==> src/rtl/sram_arbiter.sv <==
// sram_arbiter: shares one external async SRAM between a CPU port (read/write)
// and a video fetch port (read-only). One grant at a time; each access is a
// single strobe cycle, two wait cycles and a one-cycle ack.
// Optional build macro SRAM_ARB_RR_EN: round-robin arbitration between the two
// ports when both request in IDLE. Without it, video always wins a tie.
module sram_arbiter #(
    parameter int unsigned ADDR_W = 19,
    parameter int unsigned DATA_W = 8
) (
    input  logic              iClk,
    input  logic              iRst,
    input  logic              iCpuReq,
    input  logic              iCpuWr,
    input  logic [ADDR_W-1:0] iCpuAddr,
    input  logic [DATA_W-1:0] iCpuData,
    output logic [DATA_W-1:0] oCpuData,
    output logic              oCpuAck,
    input  logic              iVidReq,
    input  logic [ADDR_W-1:0] iVidAddr,
    output logic [DATA_W-1:0] oVidData,
    output logic              oVidAck,
    output logic              oSramRd,
    output logic              oSramWr,
    output logic [ADDR_W-1:0] oSramAddr,
    output logic [DATA_W-1:0] oSramDout,
    input  logic [DATA_W-1:0] iSramDin
);

    typedef enum logic [2:0] {
        S_IDLE   = 3'd0,
        S_STROBE = 3'd1,
        S_WAIT1  = 3'd2,
        S_WAIT2  = 3'd3,
        S_DONE   = 3'd4
    } state_t;

    localparam logic OWN_CPU = 1'b0;
    localparam logic OWN_VID = 1'b1;

    state_t              state_q,     state_d;
    logic                owner_q,     owner_d;
    logic                wr_q,        wr_d;
    logic                sram_rd_q,   sram_rd_d;
    logic                sram_wr_q,   sram_wr_d;
    logic [ADDR_W-1:0]   sram_addr_q, sram_addr_d;
    logic [DATA_W-1:0]   sram_dout_q, sram_dout_d;
    logic [DATA_W-1:0]   cpu_data_q,  cpu_data_d;
    logic [DATA_W-1:0]   vid_data_q,  vid_data_d;
    logic                cpu_ack_q,   cpu_ack_d;
    logic                vid_ack_q,   vid_ack_d;
`ifdef SRAM_ARB_RR_EN
    logic                last_q,      last_d;
`endif

    logic                grant_c;
    logic                grant_vid_c;

    // Arbitration: decide whether a grant happens this cycle and who wins it
    always_comb begin
        grant_c = (state_q == S_IDLE) && (iCpuReq || iVidReq);
`ifdef SRAM_ARB_RR_EN
        if (iCpuReq && iVidReq) begin
            grant_vid_c = (last_q == OWN_CPU);
        end else begin
            grant_vid_c = iVidReq;
        end
`else
        grant_vid_c = iVidReq;
`endif
    end

    // State register
    always_ff @(posedge iClk or posedge iRst) begin
        if (iRst) begin
            state_q <= S_IDLE;
        end else begin
            state_q <= state_d;
        end
    end

    // Next-state logic: fixed five-cycle access sequence
    always_comb begin
        state_d = state_q;
        case (state_q)
            S_IDLE:   if (grant_c) state_d = S_STROBE;
            S_STROBE: state_d = S_WAIT1;
            S_WAIT1:  state_d = S_WAIT2;
            S_WAIT2:  state_d = S_DONE;
            S_DONE:   state_d = S_IDLE;
            default:  state_d = S_IDLE;
        endcase
    end

    // Output logic: next values of the registered strobes, bus, data and acks
    always_comb begin
        owner_d     = owner_q;
        wr_d        = wr_q;
        sram_addr_d = sram_addr_q;
        sram_dout_d = sram_dout_q;
        cpu_data_d  = cpu_data_q;
        vid_data_d  = vid_data_q;
        sram_rd_d   = 1'b0;
        sram_wr_d   = 1'b0;
        cpu_ack_d   = 1'b0;
        vid_ack_d   = 1'b0;
`ifdef SRAM_ARB_RR_EN
        last_d      = last_q;
`endif
        case (state_q)
            S_IDLE: begin
                if (grant_c) begin
                    if (grant_vid_c) begin
                        owner_d     = OWN_VID;
                        wr_d        = 1'b0;
                        sram_addr_d = iVidAddr;
                        sram_dout_d = '0;
                        sram_rd_d   = 1'b1;
                    end else begin
                        owner_d     = OWN_CPU;
                        wr_d        = iCpuWr;
                        sram_addr_d = iCpuAddr;
                        sram_dout_d = iCpuData;
                        sram_rd_d   = ~iCpuWr;
                        sram_wr_d   = iCpuWr;
                    end
`ifdef SRAM_ARB_RR_EN
                    last_d = grant_vid_c ? OWN_VID : OWN_CPU;
`endif
                end
            end
            S_WAIT2: begin
                // Read data is captured on the edge leaving WAIT2, alongside the ack
                if (owner_q == OWN_VID) begin
                    vid_ack_d = 1'b1;
                    if (!wr_q) vid_data_d = iSramDin;
                end else begin
                    cpu_ack_d = 1'b1;
                    if (!wr_q) cpu_data_d = iSramDin;
                end
            end
            default: ;
        endcase
    end

    // Datapath and output registers
    always_ff @(posedge iClk or posedge iRst) begin
        if (iRst) begin
            owner_q     <= OWN_CPU;
            wr_q        <= 1'b0;
            sram_rd_q   <= 1'b0;
            sram_wr_q   <= 1'b0;
            sram_addr_q <= '0;
            sram_dout_q <= '0;
            cpu_data_q  <= '0;
            vid_data_q  <= '0;
            cpu_ack_q   <= 1'b0;
            vid_ack_q   <= 1'b0;
`ifdef SRAM_ARB_RR_EN
            last_q      <= OWN_VID;
`endif
        end else begin
            owner_q     <= owner_d;
            wr_q        <= wr_d;
            sram_rd_q   <= sram_rd_d;
            sram_wr_q   <= sram_wr_d;
            sram_addr_q <= sram_addr_d;
            sram_dout_q <= sram_dout_d;
            cpu_data_q  <= cpu_data_d;
            vid_data_q  <= vid_data_d;
            cpu_ack_q   <= cpu_ack_d;
            vid_ack_q   <= vid_ack_d;
`ifdef SRAM_ARB_RR_EN
            last_q      <= last_d;
`endif
        end
    end

    assign oCpuData  = cpu_data_q;
    assign oCpuAck   = cpu_ack_q;
    assign oVidData  = vid_data_q;
    assign oVidAck   = vid_ack_q;
    assign oSramRd   = sram_rd_q;
    assign oSramWr   = sram_wr_q;
    assign oSramAddr = sram_addr_q;
    assign oSramDout = sram_dout_q;

endmodule

==> config.mk <==
export PLATFORM = sky130hd
export DESIGN_NAME = sram_arbiter
export DESIGN_NICKNAME = d
export VERILOG_FILES = /design/src/rtl/sram_arbiter.sv
export SDC_FILE = /design/constraint.sdc
export NUM_CORES = 1
export LEC_CHECK = 0
export ABC_AREA = 1
export CAP_MARGIN = 20
export CORE_MARGIN = 3
export CORE_UTILIZATION = 55
export CTS_CLUSTER_SIZE = 40
export DETAILED_ROUTE_END_ITERATION = 10
export DONT_BUFFER_PORTS = 1
export GPL_TIMING_DRIVEN = 0
export HOLD_SLACK_MARGIN = 0.02
export PLACE_DENSITY = 0.76
export SLEW_MARGIN = 10
export SYNTH_ARGS = -nofsm -noshare
export SYNTH_HDL_FRONTEND = slang
export SYNTH_SLANG_ARGS = --single-unit
==> constraint.sdc <==
create_clock -name iClk -period 1.72 [get_ports iClk]
set_clock_uncertainty 0.2 [all_clocks]
set_input_delay 0.258 -clock iClk [delete_from_list [all_inputs] [get_ports iClk]]
set_output_delay 0.258 -clock iClk [all_outputs]
set_load 0.05 [all_outputs]
==> metrics.txt <==
status=finished clean; post-synth top area cell=dfrtp_1; Crit Path Category=in -> reg; CP bufs+invs=2; setup TNS=0 ns; Port Buf Inserts=0; Antenna Cells=0; layout cells sized above 1=0.0872; Tmin final=1.69 ns; Hold Crit Start=iCpuAddr[0]; Hold Path Class=in -> reg; wire per inst=15.1 um; WL final=6310 um; FMAX=0.592 GHz; Root Driver=clkbuf_8; critical path's slowest cell=dlygate4sd3_1; final worst setup slack=0.0315 ns; CP delay by family, top=buffers and inverters; die span in y=71.8 um; die area=5150 um^2; antenna viol nets, final=0; Setup WS pre-CTS=0.325 ns; Max Slew Vio Count=0; CTS HTree Levels=2; worst r2r src=state_q[1]$_DFFE_PP0P_; worst rel slew slack=0.650; Worst Path Max Fanout=1; # DRC=0; Final Net Count=425; Synth area leaders=dfrtp_1, nand2_1, nand3_1; DIE WIDTH=71.8 um; RSZ-0062 raised after global routing=false; standard-cell rows=23; PnR Total Power=6.11 mW; DRT iter0 DRCs=167; gr usage total=0.253; Worst Path Required=1.71 ns; routed vias=2234; Final Cycle Share=0.982; Final setup violation count=0; Critical Path, Cell by Cell=dlygate4sd3_1 -> nand2_1 -> nand2_1 -> dlygate4sd3_1 -> nand3_1 -> nand2_1; Cell variety after synth=14; Max stage delay on crit path=0.59 ns; Initial Util=0.583; final number of hold-violating endpoints=0; CP Capture Type=flip-flop; Max Cap Viol=0; CP startpoint kind=primary input; vias in the first global route=2156; clk buf depth=2; Sink Count=52; Clock Latency Late Sink=0.30 ns; power density over the cells=1960 nW/um^2; Vias/cell=5.36; routability cong.=0.807; syn_area_per_cell=7.86 um^2; cell area after synthesis=2380 um^2; CTS buffer count=5; initial antenna violation count=0; first-pass GRT wire length=10100 um; I/O pin count=106; CP arrival=1.68 ns; P&R area growth vs syn=30.5%; post-CTS setup buffer count=0; global route overflow=0; Seq/Total Area, Yosys=0.547; Crit. Startpoint=iCpuAddr[18]; DRT Pass-1 Iters=4; Core ar.=4090 um^2; Mapped Nets=362; CTS tree=yes; clock-pin slew on the worst setup and hold paths=0.09 ns; Mapped Cells=303; Pleak=1.73 nW; pin count of the biggest net entering global routing=30; dpl hpwl=3760 um; Max IR drop VDD=1040 uV; Synth top area share=0.547; slew at the pin with the worst max-slew slack=0.524 ns; Warnings, synthesis=0; #FFs+latches synth=52; Worst path most repeated cell=nand2_1; fillcell total=301
## synthesized netlist by cell type
cell        n
buf_2       8
buf_4       4
buf_6       3
clkbuf_1    1
dfrtp_1    52
inv_1      16
inv_2       1
nand2_1   152
nand2_4     2
nand3_1    45
nor2_1     14
nor2_2      3
nor2_4      1
nor3b_1     1
## logic make-up after synthesis
kind of cell / share of synthesized area
simple gates: 0.382
flops: 0.547
buf+inv: 0.0720
## path summary, 6_finish.rpt
check | end | slack (ns) | depth (start not counted)
min in group asynchronous | oCpuData[5]$_DFFE_PP0P_ | 0.24 | 2
worst min-delay path | oSramAddr[0]$_DFFE_PP0P_ | 0.05 | 4
worst min register to register | oCpuAck$_DFF_PP0_ | 0.30 | 1
worst max register to register | oSramAddr[1]$_DFFE_PP0P_ | 0.31 | 5
max in group asynchronous | oSramAddr[18]$_DFFE_PP0P_ | 0.55 | 3
worst max-delay path | oSramAddr[18]$_DFFE_PP0P_ | 0.03 | 6
## per-layer routing
metal | share of wire | vias to the layer above | wire length [um] | global-route usage
li1 | - | 1059 | - | -
met2 | 0.50 | 112 | 3180 | 0.432
met5 | 0 | - | 0 | 0
met4 | 0.018 | 0 | 111 | 0.0772
met3 | 0.089 | 16 | 563 | 0.0715
met1 | 0.39 | 1047 | 2460 | 0.312
## sequential cells by signal, indices dropped and copies added (netlist names)
register,count
oSramDout,8
wr_q,1
owner_q,1
oCpuAck,1
oVidData,8
oSramAddr,19
oCpuData,8
oVidAck,1
oSramWr,1
state_q,3
oSramRd,1
## power breakdown
part           switching [mW]  internal, mW  total (mW)
registers                2.12          1.73        3.85
clock network           0.406         0.292       0.698
logic                   0.955         0.601        1.56
## layout by cell type, fill, tap and decap left out, drive strengths merged
cell / count
buf: 16
clkbuf: 6
clkinv: 2
dfrtp: 52
dlygate4sd3: 54
dlymetal6s4s: 1
inv: 18
nand2: 154
nand3: 45
nor2: 18
nor3b: 1
## area by class of cell
cell class                 instances  area (um^2)  share of cell area
sequential                        52         1300               0.419
multi-input combinational        218          908               0.292
timing repair buffer              56          573               0.184
buffer                            16          108              0.0346
clock buffer                       5         68.8              0.0221
inverter                          17         63.8              0.0205
tap                               50         62.6              0.0201
clock inverter                     3         22.5             0.00725
## through the flow
step | hold slack, ns | std cells | utilization | cell area, um^2
3_3_place_gp | 0.206 | 353 | 0.598 | 2440
2_1_floorplan | 0.203 | 303 | - | 2380
3_5_place_dp | -0.00135 | 354 | 0.603 | 2460
5_1_grt | 0.0593 | 417 | 0.761 | 3110
4_1_cts | 0.0253 | 417 | 0.760 | 3110
6_report | 0.0526 | 417 | 0.761 | 3110
## worst reg2reg max path, delay by kind of cell, from the launching register on
kind	cells	cell delay [ns]
AND/OR/NAND/NOR	4	0.48
flip-flops	1	0.43
buffers and inverters	1	0.22
## timing repair
action / 4_1_cts / 5_1_grt
hold endpoints to repair: 67 / 0
resized for setup: 0 / 1
setup endpoints to repair: 0 / 1
hold buffers: 55 / 0
Note: power is estimated with default switching activity, not from simulation.
